[config.mk]
export PLATFORM = sky130hd
export DESIGN_NAME = button_bank
export DESIGN_NICKNAME = d
export VERILOG_FILES = /design/src/rtl/button_bank.sv
export SDC_FILE = /design/constraint.sdc
export NUM_CORES = 1
export LEC_CHECK = 0
export BUFFER_PORTS_ARGS = -buffer_cell sky130_fd_sc_hd__buf_2
export CAP_MARGIN = 20
export CORE_ASPECT_RATIO = 0.75
export CORE_UTILIZATION = 60
export DETAILED_ROUTE_END_ITERATION = 8
export PLACE_DENSITY_LB_ADDON = 0.1
export SLEW_MARGIN = 30
export SYNTH_ARGS = -nofsm -noshare
export SYNTH_HDL_FRONTEND = slang
export SYNTH_SLANG_ARGS = --single-unit
[constraint.sdc]
create_clock -name clk -period 7.8 [get_ports clk]
set_clock_uncertainty 0.05 [all_clocks]
set_input_delay 0.39 -clock clk [delete_from_list [all_inputs] [get_ports clk]]
set_output_delay 0.39 -clock clk [all_outputs]
set_load 0.05 [all_outputs]
[src/rtl/button_bank.sv]
// Multi-channel push-button front end: synchroniser, debouncer,
// edge pulses and long-press / auto-repeat detection per channel.
module button_bank #(
  parameter int N               = 5,
  parameter int DEBOUNCE_CYCLES = 2000,
  parameter int HOLD_CYCLES     = 50000000,
  parameter int REPEAT_EN       = 0,
  parameter int REPEAT_CYCLES   = 10000000
) (
  input  logic         clk,
  input  logic         rst,
  input  logic [N-1:0] bt,
  output logic [N-1:0] level,
  output logic [N-1:0] press,
  output logic [N-1:0] release_pulse,
  output logic [N-1:0] long_press,
  output logic [N-1:0] repeat_pulse,
  output logic         any_press
);

  localparam int DW = $clog2(DEBOUNCE_CYCLES + 1);
  localparam int HW = $clog2(HOLD_CYCLES + 1);
  localparam int RW = $clog2(REPEAT_CYCLES + 1);

  localparam logic [DW-1:0] D_LAST = DW'(DEBOUNCE_CYCLES - 1);
  localparam logic [HW-1:0] H_LAST = HW'(HOLD_CYCLES - 1);
  localparam logic [RW-1:0] R_LAST = RW'(REPEAT_CYCLES - 1);

  typedef enum logic [1:0] {
    IDLE    = 2'd0,
    HOLDING = 2'd1,
    LONG    = 2'd2
  } hold_e;

  logic [N-1:0] sync1_q;
  logic [N-1:0] sync2_q;

  logic [N-1:0] level_q, level_d;
  logic [N-1:0] press_q, press_d;
  logic [N-1:0] release_q, release_d;
  logic [N-1:0] long_q, long_d;
  logic [N-1:0] repeat_q, repeat_d;
  logic         any_q, any_d;

  logic [DW-1:0] dcnt_q [N];
  logic [DW-1:0] dcnt_d [N];
  logic [HW-1:0] hcnt_q [N];
  logic [HW-1:0] hcnt_d [N];
  logic [RW-1:0] rcnt_q [N];
  logic [RW-1:0] rcnt_d [N];
  hold_e         state_q [N];
  hold_e         state_d [N];

  // Accept a new level only after it has been seen for DEBOUNCE_CYCLES in a row
  always_comb begin
    level_d = level_q;
    for (int i = 0; i < N; i++) begin
      dcnt_d[i] = '0;
      if (sync2_q[i] != level_q[i]) begin
        if (dcnt_q[i] == D_LAST) begin
          level_d[i] = sync2_q[i];
        end else begin
          dcnt_d[i] = dcnt_q[i] + 1'b1;
        end
      end
    end
    press_d   = level_d & ~level_q;
    release_d = ~level_d & level_q;
    any_d     = |press_d;
  end

  // Hold tracking; a release always wins and silences long/repeat
  always_comb begin
    long_d   = '0;
    repeat_d = '0;
    for (int i = 0; i < N; i++) begin
      state_d[i] = state_q[i];
      hcnt_d[i]  = hcnt_q[i];
      rcnt_d[i]  = rcnt_q[i];
      if (release_d[i]) begin
        state_d[i] = IDLE;
        hcnt_d[i]  = '0;
        rcnt_d[i]  = '0;
      end else if (press_d[i]) begin
        state_d[i] = HOLDING;
        hcnt_d[i]  = '0;
        rcnt_d[i]  = '0;
      end else begin
        unique case (state_q[i])
          IDLE: begin
            hcnt_d[i] = '0;
            rcnt_d[i] = '0;
          end
          HOLDING: begin
            if (hcnt_q[i] == H_LAST) begin
              long_d[i]  = 1'b1;
              state_d[i] = LONG;
              rcnt_d[i]  = '0;
            end else begin
              hcnt_d[i] = hcnt_q[i] + 1'b1;
            end
          end
          LONG: begin
            if (REPEAT_EN != 0) begin
              if (rcnt_q[i] == R_LAST) begin
                repeat_d[i] = 1'b1;
                rcnt_d[i]   = '0;
              end else begin
                rcnt_d[i] = rcnt_q[i] + 1'b1;
              end
            end else begin
              rcnt_d[i] = '0;
            end
          end
          default: begin
            state_d[i] = IDLE;
            hcnt_d[i]  = '0;
            rcnt_d[i]  = '0;
          end
        endcase
      end
    end
  end

  // Synchroniser, debounce and hold state with registered outputs
  always_ff @(posedge clk or posedge rst) begin
    if (rst) begin
      sync1_q   <= '0;
      sync2_q   <= '0;
      level_q   <= '0;
      press_q   <= '0;
      release_q <= '0;
      long_q    <= '0;
      repeat_q  <= '0;
      any_q     <= 1'b0;
      for (int i = 0; i < N; i++) begin
        dcnt_q[i]  <= '0;
        hcnt_q[i]  <= '0;
        rcnt_q[i]  <= '0;
        state_q[i] <= IDLE;
      end
    end else begin
      sync1_q   <= bt;
      sync2_q   <= sync1_q;
      level_q   <= level_d;
      press_q   <= press_d;
      release_q <= release_d;
      long_q    <= long_d;
      repeat_q  <= repeat_d;
      any_q     <= any_d;
      for (int i = 0; i < N; i++) begin
        dcnt_q[i]  <= dcnt_d[i];
        hcnt_q[i]  <= hcnt_d[i];
        rcnt_q[i]  <= rcnt_d[i];
        state_q[i] <= state_d[i];
      end
    end
  end

  assign level         = level_q;
  assign press         = press_q;
  assign release_pulse = release_q;
  assign long_press    = long_q;
  assign repeat_pulse  = repeat_q;
  assign any_press     = any_q;

endmodule

# Word level (Yosys, flattened, before mapping)
# Index checks and enable logic that the tools add are counted.
[totals] regBits=226 input_bits=7
[classes] add_sub_neg=10 eq_ne=45 muxes=80 bitwise=4 reduce_logical=21
[op_table] cell="$mux 26" count=15
[op_table] cell="$pmux 26 s2" count=5
[op_table] cell="$add 26x1->26 const B" count=5
[op_table] cell="$eq 26x26->1 const B" count=5
[op_table] cell="$mux 11" count=10
[op_table] cell="$add 11x1->11 const B" count=5
[op_table] cell="$eq 11x11->1 const B" count=5
[op_table] cell="$ne 4x4->1 const B" count=10
[op_table] cell="$mux 1" count=30
[op_table] cell="$mux 2" count=15
[op_table] cell="$pmux 2 s2" count=5
[op_table] cell="$reduce_and 2->1" count=10
[op_table] cell="$ne 3x1->1 const B" count=5
[op_table] cell="$ne 3x3->1 const B" count=5
[op_table] cell="$and 5x5->5" count=2
[op_table] cell="$eq 2x1->1 const B" count=5
[op_table] cell="$eq 2x2->1 const B" count=5
[op_table] cell="$logic_not 2->1" count=5
[op_table] cell="$not 5->5" count=2
[op_table] cell="$reduce_or 2->1" count=5
[op_table] cell="$ne 1x1->1" count=5
[op_table] cell="$reduce_or 5->1" count=1

# Logic depth before layout (Yosys ltp)
# Gate-level depths: netlist (run 1).
[logic_depth] word_depth=7 depth_mapped=14 ltp_nobuf=12

# Worst setup path after synthesis (run 1)
# Ideal clock, no wire load.
[synth_path] path_kind="register to register" startpoint="reg dcnt_q[22] (netlist name)" endpoint="reg hcnt_q[77] (netlist name)" setup_ns=0.146 t_arrival_ns=2.757 required_ns=7.604 path_slack_ns=4.847 stages_incl_launch_ff=14 cell_sequence="dfrtp_1 ha_1 and3_1 nand3_1 nor2_1 mux2i_1 inv_1 ha_1 inv_1 or4_4 o21a_2 buf_6 a41oi_1 a31oi_1"
[synth_between] elab_chain_cells=7 word_cells_on_any_way=11 classes_between="eq/ne (3); mux (4); bitwise (3); reduce/logical (1)"
[synth_rtl] item="start: declaration" line_no="45" source="logic [DW-1:0] dcnt_q [N];"
[synth_rtl] item="start signal: indexed assignment" line_no="152" source="dcnt_q[i] <= dcnt_d[i];"
[synth_rtl] item="$eq 11x11->1 *" line_no="60" source="if (dcnt_q[i] == D_LAST) begin"
[synth_rtl] item="$mux 1 *" line_no="60"
[synth_rtl] item="$mux 1 *" line_no="59" source="if (sync2_q[i] != level_q[i]) begin"
[synth_rtl] item="net level_d[2]" line_no="38" source="logic [N-1:0] level_q, level_d;"
[synth_rtl] item="$not 5->5" line_no="68" source="release_d = ~level_d & level_q;"
[synth_rtl] item="$and 5x5->5" line_no="68"
[synth_rtl] item="$ne 4x4->1 (no line) / $ne 3x3->1 (equally long branches)"
[synth_rtl] item="$reduce_and 2->1 (no line)"
[synth_rtl] item="end signal: indexed assignment" line_no="153" source="hcnt_q[i] <= hcnt_d[i];"
[synth_rtl] item="end: declaration" line_no="47" source="logic [HW-1:0] hcnt_q [N];"
# The timed path passes the listed nets; every way through them passes the cells marked *.
# A chain may end at the register's enable or synchronous reset.

# Final worst setup path (run 1)
[layout_path] startpoint="reg dcnt_q[44] (netlist name)" endpoint="reg hcnt_q[117] (netlist name)"
# The elaborated chain is that of the path after synthesis.

==> results.toml, run 1 <==
[synth]
syn_inst = 1273
syn_area_per_cell_um2 = 9.415
async_reset_ff_share_pct = 100.0
netlist.area_leader.share_pct = 47.19
synth_edf_count = 0
seq_area_frac_synth_pct = 47.19
synthTopCellsByArea = "dfrtp_1 47%, nor2_1 3.9%, nand3_1 3.7%"
ys_types = 73
synth_ff_type = "dfrtp_1"
ys_warn_count = 0
ys_seq_elements = 226
synth_top_cell_by_area = "dfrtp_1"
synth_area_um2 = 11990

[drt]
wl_per_cell_um = 17.01
vias_per_cell = 6.381
drt.antenna.violating_nets = 0
vias = 9846
finalWirelength_um = 26250
drc = 0
dr.first_iter.drc_count = 983
first_pass_iters = 5

[hold_path]
hold_class = "input port to async pin"

[clock_network]
path_clk_slew_ns = 0.06
cts_tree = "built"
clock-sinks = 226
post_cts_buffers = 0
ctsHtreeMaxLevel = 1
worst_skew_pair.late_latency_ns = 0.51
cts_made_buffers = 23
clockBufferDepth = 3
cts-resized-gates = 0
clockRootBuffer = "clkbuf_16"

[job]
maxCapViolations = 0

[floorplanning]
dieArea_um2 = 20550
rows = 44
num_io_pins = 33
initial_core_util_pct = 61.67
die_w_um = 165.2
core_um2 = 19430
die_y_um = 124.4

[outcome]
violations = "negative hold slack"
status = "finished, violations left"

[placed_design]
place_congestion = 0.8374
hpwl_um = 17220
port_buffers = 27
dp_slack_ns = 4.143

[worst_setup_path]
arrival_ns = 4.09
critPathTopFamily = "simple AND/OR/NAND/NOR gates"
critPathKind = "register to register"
cp_data_required_time_ns = 8.17
cp-endpoint = "hcnt_q[117]"
crit_start = "dcnt_q[44]"
cp_num_buf_inv = 1
crit_fanout = 15
r2r-start = "dcnt_q[44]"
r2r_setup_slack_ns = 4.08
cp_slowest_cell = "nor2_2"
path_cells = "ha_1 -> and3_1 -> nand3_1 -> nor2_1 -> mux2i_1 -> inv_1 -> ha_1 -> nand4b_1 -> or4_1 -> nor2_2 -> nor2_1 -> a31oi_1"
slowest_delay_ns = 0.56
crit_cells = 12
startpoint_type = "register"
timing.rr.end = "hcnt_q[117]"
end_kind = "register"
worstRegToRegCells = 12

[sta]
holdWs_ns = -0.03013
finalWorstSetupSlack_ns = 4.079
setup_viol = 0
worst_slew_pin_slew_ns = 0.9287
rsz0062_at_grt = "false"
slew-limit-headroom_pct = 37.86
fmax_ghz = 0.2687
maxSlewViolCount = 0
fin_crit_ns = 3.721
fin_setup_tns_ns = 0
hold_viol_final = 51
finalCritPeriodShare_pct = 47.71

[finish]
layout.nets = 1303
area_growth_pct = 8.685
insertedDiodeCount = 0
drive_above_1_share_pct = 7.907

[power]
net-switching-power_mw = 0.4930
power_frac_seq_pct = 51.2
ir_worst_vdd_mv = 0.1888
pwr-share-comb_pct = 2.1
clkPwrFrac_pct = 46.7
pwr_density_cell_nw_per_um2 = 178.3
p_int_mw = 1.829
p_leak_nw = 5.941
netSwitchingFraction_pct = 21.23

[global_routing]
antenna_found_initial = 0
grt_start_max_net_pins = 107
grt_pass1_vias = 8833
grt_pass1_wl_um = 43750
track_usage_pct = 25.76
overflow = 0
power groups by stage:
stage | registers, mW | clock network (mW) | logic, mW
6_report | 1.19 | 1.09 | 0.0480
5_1_grt | 1.19 | 1.15 | 0.0576
4_1_cts | 1.19 | 1.11 | 0.0504
3_5_place_dp | 1.21 | 0 | 0.0485
3_3_place_gp | 1.21 | 0 | 0.0476
2_1_floorplan | 1.21 | 0 | 0.0382
routing by layer:
metal	wire, um	global-route usage, %	part of all wire (%)
met5	0	0	0
met1	13000	41.22	50
met2	11230	36.43	43
met3	1553	3.929	5.9
met4	464	5.774	1.8
cells by family after synthesis:
group / synth area share [%]
muxes: 0.6682
buffers and inverters: 3.612
adders and majority gates: 2.088
AOI/OAI and AO/OA: 17.59
and+or+nand+nor: 25.02
xor gates and xnor gates: 3.800
DFF: 47.19
other: 0.03129
layout make-up:
type / instances / area [um^2]
inverter: 33 / 131.4
clock inverter: 5 / 50.05
tap: 253 / 316.6
sequential: 226 / 5655
fill: 1549 / 6407
multi-input combinational: 953 / 5944
clock buffer: 34 / 686.9
timing repair buffer: 39 / 241.5
stage by stage:
step / utilization, % / cells / total power, mW / cell area, um^2
after floorplan: - / 1277 / 1.247 / 12000
after global placement: 62.82 / 1499 / 1.257 / 12210
after detailed placement: 62.87 / 1499 / 1.259 / 12220
after CTS: 66.92 / 1543 / 2.346 / 13010
after global routing: 67.03 / 1543 / 2.402 / 13030
final: 67.03 / 1543 / 2.322 / 13030
synth_stat cells, types with 19 or more instances:
master    number
xnor2_1       26
ha_1          20
clkbuf_1      36
xor2_1        26
inv_1         33
dfrtp_1      226
nand4_1       51
nand3_1       89
a31oi_1       47
o31ai_1       57
nor3_1        25
nand2_1       85
a21oi_1       39
and3_1        54
nor2_1       126
and2_1        19
o21ai_0       80
registers in the layout, summed over array words and instances, names as in the netlist:
name           count
sync2_q            5
sync1_q            5
dcnt_q            55
long_press         5
state_q           10
hcnt_q           130
press              5
release_pulse      5
level              5
any_press          1
how the worst min path moves through the flow:
stage / slack (ns) / to / from
3_3_place_gp: 0.28 / sync2_q[2] / sync1_q[2]
5_1_grt: 0.04 / press[2] / rst
3_5_place_dp: 0.28 / sync2_q[0] / sync1_q[0]
4_1_cts: 0.01 / hcnt_q[63] / rst
6_report: -0.03 / hcnt_q[66] / rst
2_1_floorplan: 0.28 / sync2_q[0] / sync1_q[0]
worst reg2reg max path, delay by kind of cell, from the launching register on:
| kind | cells | cell delay (ns) |
|---|---|---|
| flops | 1 | 0.39 |
| mux | 1 | 0.25 |
| simple gates | 7 | 2.00 |
| compound gates | 1 | 0.31 |
| fa+ha+maj | 2 | 0.53 |
| buf+inv | 1 | 0.10 |
cells in the final DEF (no fill, tap or decap), types with 24 or more instances in the layout:
| cell | Yosys | final |
|---|---|---|
| o31ai_1 | 57 | 57 |
| dfrtp_1 | 226 | 226 |
| xnor2_1 | 26 | 26 |
| o21ai_0 | 80 | 75 |
| inv_1 | 33 | 32 |
| nor2_1 | 126 | 126 |
| nand3_1 | 89 | 89 |
| a31oi_1 | 47 | 47 |
| xor2_1 | 26 | 26 |
| nand4_1 | 51 | 51 |
| buf_2 | 16 | 27 |
| nand2_1 | 85 | 85 |
| a21oi_1 | 39 | 39 |
| nor3_1 | 25 | 24 |
| and3_1 | 54 | 54 |
timing repair:
action,in CTS,in global routing
hold buffers,5,0
endpoints found under the setup margin,0,0
endpoints found under the hold margin,5,0
Note: power is estimated with default switching activity, not from simulation.
==> inputs of run 2 (changes only) <==
--- a/config.mk
+++ b/config.mk
@@ -5,6 +5,7 @@
 export SDC_FILE = /design/constraint.sdc
 export NUM_CORES = 1
 export LEC_CHECK = 0
+export ABC_AREA = 1
 export BUFFER_PORTS_ARGS = -buffer_cell sky130_fd_sc_hd__buf_2
 export CAP_MARGIN = 20
 export CORE_ASPECT_RATIO = 0.75
==> constraint.sdc (replaced) <==
create_clock -name clk -period 3.65 [get_ports clk]
set_clock_uncertainty 0.05 [all_clocks]
set_input_delay 0.1825 -clock clk [delete_from_list [all_inputs] [get_ports clk]]
set_output_delay 0.1825 -clock clk [all_outputs]
set_load 0.05 [all_outputs]
==> run 2 against run 1 <==
  * Critical path depth is 2 lower
  * Area after synthesis grew 9.1%
  * The flow now finishes without violations
  * Non-clock buffer count is 1 lower
  * Global-route usage is 1.1 points higher
  * Flip-flop and latch count stayed put
  * Worst hold slack better by 0.30 ns
  * Combinational power rose by 130%
  * Core utilization grew 0.50 points
  * Final area rose by 10%
  * Largest power group is now the clock network
  * Die area increased by 8.9%
  * Sequential share of layout area down 4.0 points
  * Final cell count increased by 41%
  * Largest cell class unchanged
==> results.toml, run 2 <==
[synth]
synth_edf_count = 0
synth_ff_type = "dfrtp_1"
synth_top_cell_by_area = "dfrtp_1"
ys_warn_count = 0
netlist.area_leader.share_pct = 43.26
synthTopCellsByArea = "dfrtp_1 43%, nand2_1 17%, nor2_1 7.9%"
syn_area_per_cell_um2 = 7.132
ys_seq_elements = 226
seq_area_frac_synth_pct = 43.26
syn_inst = 1833
ys_types = 44
synth_common_cells = "599 x nand2_1, 274 x nor2_1, 226 x dfrtp_1"
synthMostInstantiatedCell = "nand2_1"
synth_area_um2 = 13070
async_reset_ff_share_pct = 100.0

[floorplanning]
initial_core_util_pct = 61.56
die_w_um = 172.5
dieArea_um2 = 22390
core_um2 = 21240
rows = 46
die_y_um = 129.8
num_io_pins = 33

[drt]
first_pass_iters = 5
drt.antenna.violating_nets = 0
dr.first_iter.drc_count = 1051
vias = 11443
vias_per_cell = 5.259
wl_per_cell_um = 13.35
drc = 0
finalWirelength_um = 29050

[worst_setup_path]
arrival_ns = 3.40
worstRegToRegCells = 10
timing.rr.end = "hcnt_q[43]"
startpoint_type = "register"
r2r_setup_slack_ns = 0.60
crit_fanout = 12
r2r-start = "dcnt_q[11]"
path_cells = "ha_1 -> nand2_1 -> nor2_1 -> nand4_1 -> nand2_1 -> o21ai_0 -> ha_1 -> nor3_4 -> nand3_1 -> o21ai_0"
end_kind = "register"
critPathTopFamily = "simple AND/OR/NAND/NOR gates"
cp_num_buf_inv = 0
cp_data_required_time_ns = 4.00
critPathKind = "register to register"
slowest_delay_ns = 0.50
cp_slowest_cell = "nand3_1"

[finish]
largest_register_ffs = 130
final_common_cell = "nand2_1"
final_core_util_pct = 67.53
area_growth_pct = 9.704
layout.nets = 1900
reg_top3 = "hcnt_q: 130 flops, dcnt_q: 55 flops, state_q: 10 flops"
insertedDiodeCount = 0
drive_above_1_share_pct = 7.150
layout_common_cells = "599 x nand2_1, 274 x nor2_1, 226 x dfrtp_1"
regMostFlops = "hcnt_q"

[clock_network]
ctsHtreeMaxLevel = 1
path_clk_slew_ns = 0.06
clockBufferDepth = 3
worst_skew_pair.late_latency_ns = 0.51
clock-sinks = 226
clockRootBuffer = "clkbuf_16"
cts_made_buffers = 23
cts_tree = "built"

[placed_design]
hpwl_um = 21240
place_congestion = 0.9503
port_buffers = 27

[global_routing]
track_usage_pct = 26.87
overflow = 0
grt_pass1_wl_um = 48910
antenna_found_initial = 0
met1_usage_pct = 42.88
grt_pass1_vias = 10222
use_met2_pct = 38.64
grt_start_max_net_pins = 91
grt_busiest_layer = "met1"
grtUsageMet3_pct = 3.245

[hold_path]
hold_class = "input port to register"
hold_depth = 2
min_to = "sync1_q[0]"
worstHoldStart = "bt[0]"

[sta]
worst_slew_pin_slew_ns = 0.7805
fin_setup_tns_ns = 0
maxSlewViolCount = 0
hold_viol_final = 0
finalCritPeriodShare_pct = 83.50
fmax_ghz = 0.3281
slew-limit-headroom_pct = 47.86
fin_crit_ns = 3.048
rsz0062_at_grt = "false"
setup_viol = 0

[power]
p_leak_nw = 6.330
pwr_density_cell_nw_per_um2 = 365.8
ir_worst_vdd_mv = 0.4033

[job]
maxCapViolations = 0

[outcome]
status = "complete, no violations"
==> run 2: worst max path at each step <==
stage / to / slack [ns] / depth (start not counted) / startpoint
CTS: hcnt_q[43] / 0.56 / 10 / dcnt_q[11]
global route: hcnt_q[40] / 0.24 / 10 / dcnt_q[11]
floorplan: any_press / 0.47 / 1 / rst
finish: hcnt_q[43] / 0.60 / 10 / dcnt_q[11]
global placement: hcnt_q[40] / 0.74 / 10 / dcnt_q[11]
detailed placement: hcnt_q[127] / 0.54 / 10 / dcnt_q[44]
==> run 2: kinds of logic after synthesis <==
family          after synthesis  share of synthesized area, %
xor+xnor                     57                         3.819
simple gates               1113                         36.07
fa+ha+maj                    20                         1.914
compound gates              168                         7.015
buf+inv                     248                         7.895
other cells                   1                       0.02868
flops                       226                         43.26
==> run 2: worst register-to-register path: stages (launching register included) <==
cell	delay [ns]
dfrtp_1	0.42
ha_1	0.19
nand2_1	0.06
nor2_1	0.19
nand4_1	0.19
nand2_1	0.09
o21ai_0	0.13
ha_1	0.36
nor3_4	0.41
nand3_1	0.50
o21ai_0	0.36
==> run 2: layout make-up <==
class | count | area, um^2
repair buffers | 38 | 257.7
flip-flops and latches | 226 | 5655
fillers | 1819 | 6895
well taps | 288 | 360.3
inverters | 221 | 833.3
clock inverters | 8 | 165.2
clock buffers | 32 | 669.4
multi-input cells | 1363 | 6401
==> run 2: power by group <==
group,switching [mW],internal [mW],leakage [nW],total (mW)
clock network,0.968,1.63,0.413,2.59
registers,0.0154,2.52,3.12,2.54
logic,0.0856,0.0269,2.80,0.112
total,1.07,4.18,6.33,5.25
==> run 2: through the flow <==
stage | instance area [um^2] | instances | hold slack, ns | power, mW | setup WS, ns
floorplan | 13090 | 1837 | 0.1639 | 2.668 | 0.4655
global placement | 13450 | 2130 | 0.2402 | 2.695 | 0.7428
detailed placement | 13450 | 2130 | 0.2418 | 2.697 | 0.5435
CTS | 14340 | 2176 | 0.2505 | 5.302 | 0.5556
global route | 14340 | 2176 | 0.2587 | 5.411 | 0.2380
finish | 14340 | 2176 | 0.2664 | 5.246 | 0.6021
==> run 2: routing by layer <==
layer | routed length (um) | share of wire (%)
met1 | 14950 | 51
met2 | 11700 | 40
met3 | 1788 | 6.2
met4 | 607 | 2.1
met5 | 0 | 0
==> run 2: what timing repair did <==
item	CTS	global route
hold buffers	6	0
gates resized for setup	0	0
hold endpoints to repair	37	0
setup buffers	0	0
==> inputs of run 3 (changes only) <==
==> constraint.sdc (replaced) <==
create_clock -name clk -period 2.9 [get_ports clk]
set_clock_uncertainty 0.05 [all_clocks]
set_input_delay 0.145 -clock clk [delete_from_list [all_inputs] [get_ports clk]]
set_output_delay 0.145 -clock clk [all_outputs]
set_load 0.05 [all_outputs]
==> run 3 against run 2 <==
  * Clock-buffer cell count fell by 3
  * Die area unchanged
  * Combinational power is 36% higher
  * Fmax is 15% higher
  * Critical endpoint is now hcnt_q[57]
==> results.toml, run 3 (synthesis gave the netlist of run 2 again) <==
[finish]
insertedDiodeCount = 0
layout_common_cells = "599 x nand2_1, 271 x nor2_1, 226 x dfrtp_1"
num-fill-cells = 1813
largest_register_ffs = 130
area_growth_pct = 11.55
reg_top3 = "hcnt_q: 130 flops, dcnt_q: 55 flops, state_q: 10 flops"
regMostFlops = "hcnt_q"
final_common_cell = "nand2_1"
drive_above_1_share_pct = 8.696
layout.nets = 1920
final_core_util_pct = 68.67

[global_routing]
grt_pass1_wl_um = 50090
overflow = 0
track_usage_pct = 27.60
grt_start_max_net_pins = 46
antenna_found_initial = 0
grt_pass1_vias = 10436

[clock_network]
clockRootBuffer = "clkbuf_16"
ctsHtreeMaxLevel = 1
clockBufferDepth = 3
cts_made_buffers = 23
cts_tree = "built"
path_clk_slew_ns = 0.06
clock-sinks = 226
worst_skew_pair.late_latency_ns = 0.52

[power]
p_leak_nw = 6.443
ir_worst_vdd_mv = 0.5416
net-switching-power_mw = 1.384
clkPwrFrac_pct = 49.4
netSwitchingFraction_pct = 20.90
pwr_density_cell_nw_per_um2 = 454.1
power_frac_seq_pct = 48.3
p_int_mw = 5.239
pwr-share-comb_pct = 2.3

[sta]
fin_crit_ns = 2.659
finalCritPeriodShare_pct = 91.69
hold_viol_final = 0
maxSlewViolCount = 0
finalWorstSetupSlack_ns = 0.2411
slew-limit-headroom_pct = 45.13
worst_slew_pin_slew_ns = 0.8213
setup_viol = 0
fmax_ghz = 0.3761

[floorplanning]
rows = 46
num_io_pins = 33
die_w_um = 172.5
die_y_um = 129.8
initial_core_util_pct = 61.56
core_um2 = 21240
dieArea_um2 = 22390

[worst_setup_path]
r2r-start = "dcnt_q[22]"
cp_data_required_time_ns = 3.28
crit_start = "dcnt_q[22]"
timing.rr.end = "hcnt_q[57]"
slowest_delay_ns = 0.41
cp_num_buf_inv = 3
startpoint_type = "register"
end_kind = "register"
cp_slowest_cell = "dfrtp_1"
critPathKind = "register to register"
cp-endpoint = "hcnt_q[57]"
worstRegToRegCells = 13
r2r_setup_slack_ns = 0.24
crit_fanout = 11
path_cells = "ha_1 -> nand3_1 -> inv_1 -> nand3_1 -> o21ai_1 -> inv_1 -> ha_1 -> or2_2 -> nor2_4 -> inv_1 -> nor2_1 -> nand2_1 -> o21ai_1"
crit_cells = 13
arrival_ns = 3.04
critPathTopFamily = "simple AND/OR/NAND/NOR gates"
crit_path_frequent_cell = "inv_1"

[drt]
drt.antenna.violating_nets = 0
vias_per_cell = 5.305
wl_per_cell_um = 13.67
finalWirelength_um = 30040
drc = 0
first_pass_iters = 5
dr.first_iter.drc_count = 977
vias = 11654

[placed_design]
hpwl_um = 21910
port_buffers = 27
place_congestion = 0.9635
dp_slack_ns = 0.04430

[hold_path]
hold_class = "input port to register"

[outcome]
status = "complete, no violations"

[job]
maxCapViolations = 0
[run 3: changes by cell type in the layout (fill, tap and decap cells not counted), moves of 2 or more]
| cell | before | now |
|---|---|---|
| nor2_1 | 274 | 271 |
| clkinvlp_4 | 1 | 3 |
| clkinv_2 | 3 | 6 |
| nor2_2 | 9 | 12 |
| clkbuf_1 | 3 | 1 |
| nand3_2 | 2 | 5 |
| buf_4 | 3 | 16 |
| o21ai_1 | 9 | 12 |
| buf_12 | 2 | 6 |
| o21ai_0 | 118 | 114 |
| nand3_1 | 128 | 126 |
[run 3: cell type report]
| type | instances | area (um^2) | area share [%] |
|---|---|---|---|
| multi-input cells | 1364 | 6444 | 44.18 |
| flip-flops and latches | 226 | 5655 | 38.78 |
| inverters | 221 | 837.1 | 5.740 |
| clock buffers | 29 | 648.1 | 4.444 |
| repair buffers | 57 | 451.7 | 3.097 |
| well taps | 288 | 360.3 | 2.471 |
| clock inverters | 12 | 187.7 | 1.287 |
[run 3: per-layer routing]
layer	GRT usage (%)	vias to the layer above	part of all wire, %	wire length, um
li1	-	5862	-	-
met1	42.43	5398	49	14810
met2	40.54	354	42	12590
met3	4.701	38	7.0	2103
met4	5.778	2	1.6	487
met5	1.739	-	0.18	54
[run 3: through the flow]
| step | instances | instance area, um^2 | total power [mW] | hold slack [ns] | TNS (ns) |
|---|---|---|---|---|---|
| floorplan | 1837 | 13090 | 3.358 | 0.1264 | -55.82 |
| global placement | 2144 | 13600 | 3.401 | 0.2024 | 0 |
| detailed placement | 2144 | 13600 | 3.405 | 0.2043 | 0 |
| CTS | 2191 | 14500 | 6.684 | 0.2162 | 0 |
| global route | 2197 | 14580 | 6.839 | 0.2100 | -0.003636 |
| finish | 2197 | 14580 | 6.623 | 0.2238 | 0 |
[run 3: how the worst min path moves through the flow]
stage	endpoint	slack, ns	start	cells past startpoint
2_1_floorplan	sync1_q[0]	0.13	bt[0]	0
3_3_place_gp	sync1_q[4]	0.20	bt[4]	1
3_5_place_dp	sync1_q[3]	0.20	bt[3]	1
4_1_cts	sync1_q[0]	0.22	bt[0]	2
5_1_grt	sync1_q[0]	0.21	bt[0]	2
6_report	sync1_q[0]	0.22	bt[0]	2
[run 3: timing repair]
action / CTS / global route
hold buffers: 6 / 0
endpoints found under the hold margin: 31 / 0
endpoints found under the setup margin: 0 / 69
resized for setup: 0 / 15
buffers inserted: 0 / 5
[run 3: power by group through the flow]
stage          combinational (mW)  clock, mW  sequential, mW
2_1_floorplan               0.107          0            3.25
3_3_place_gp                0.149          0            3.25
3_5_place_dp                0.150          0            3.25
4_1_cts                     0.157       3.33            3.20
5_1_grt                     0.180       3.46            3.20
6_report                    0.152       3.27            3.20
[run 3: worst register-to-register path, delay by kind of cell, from the launching register on]
| kind | cells | cell delay [ns] |
|---|---|---|
| buffers and inverters | 3 | 0.39 |
| adders and majority gates | 2 | 0.38 |
| DFF | 1 | 0.41 |
| AOI/OAI and AO/OA | 2 | 0.32 |
| and+or+nand+nor | 6 | 1.04 |
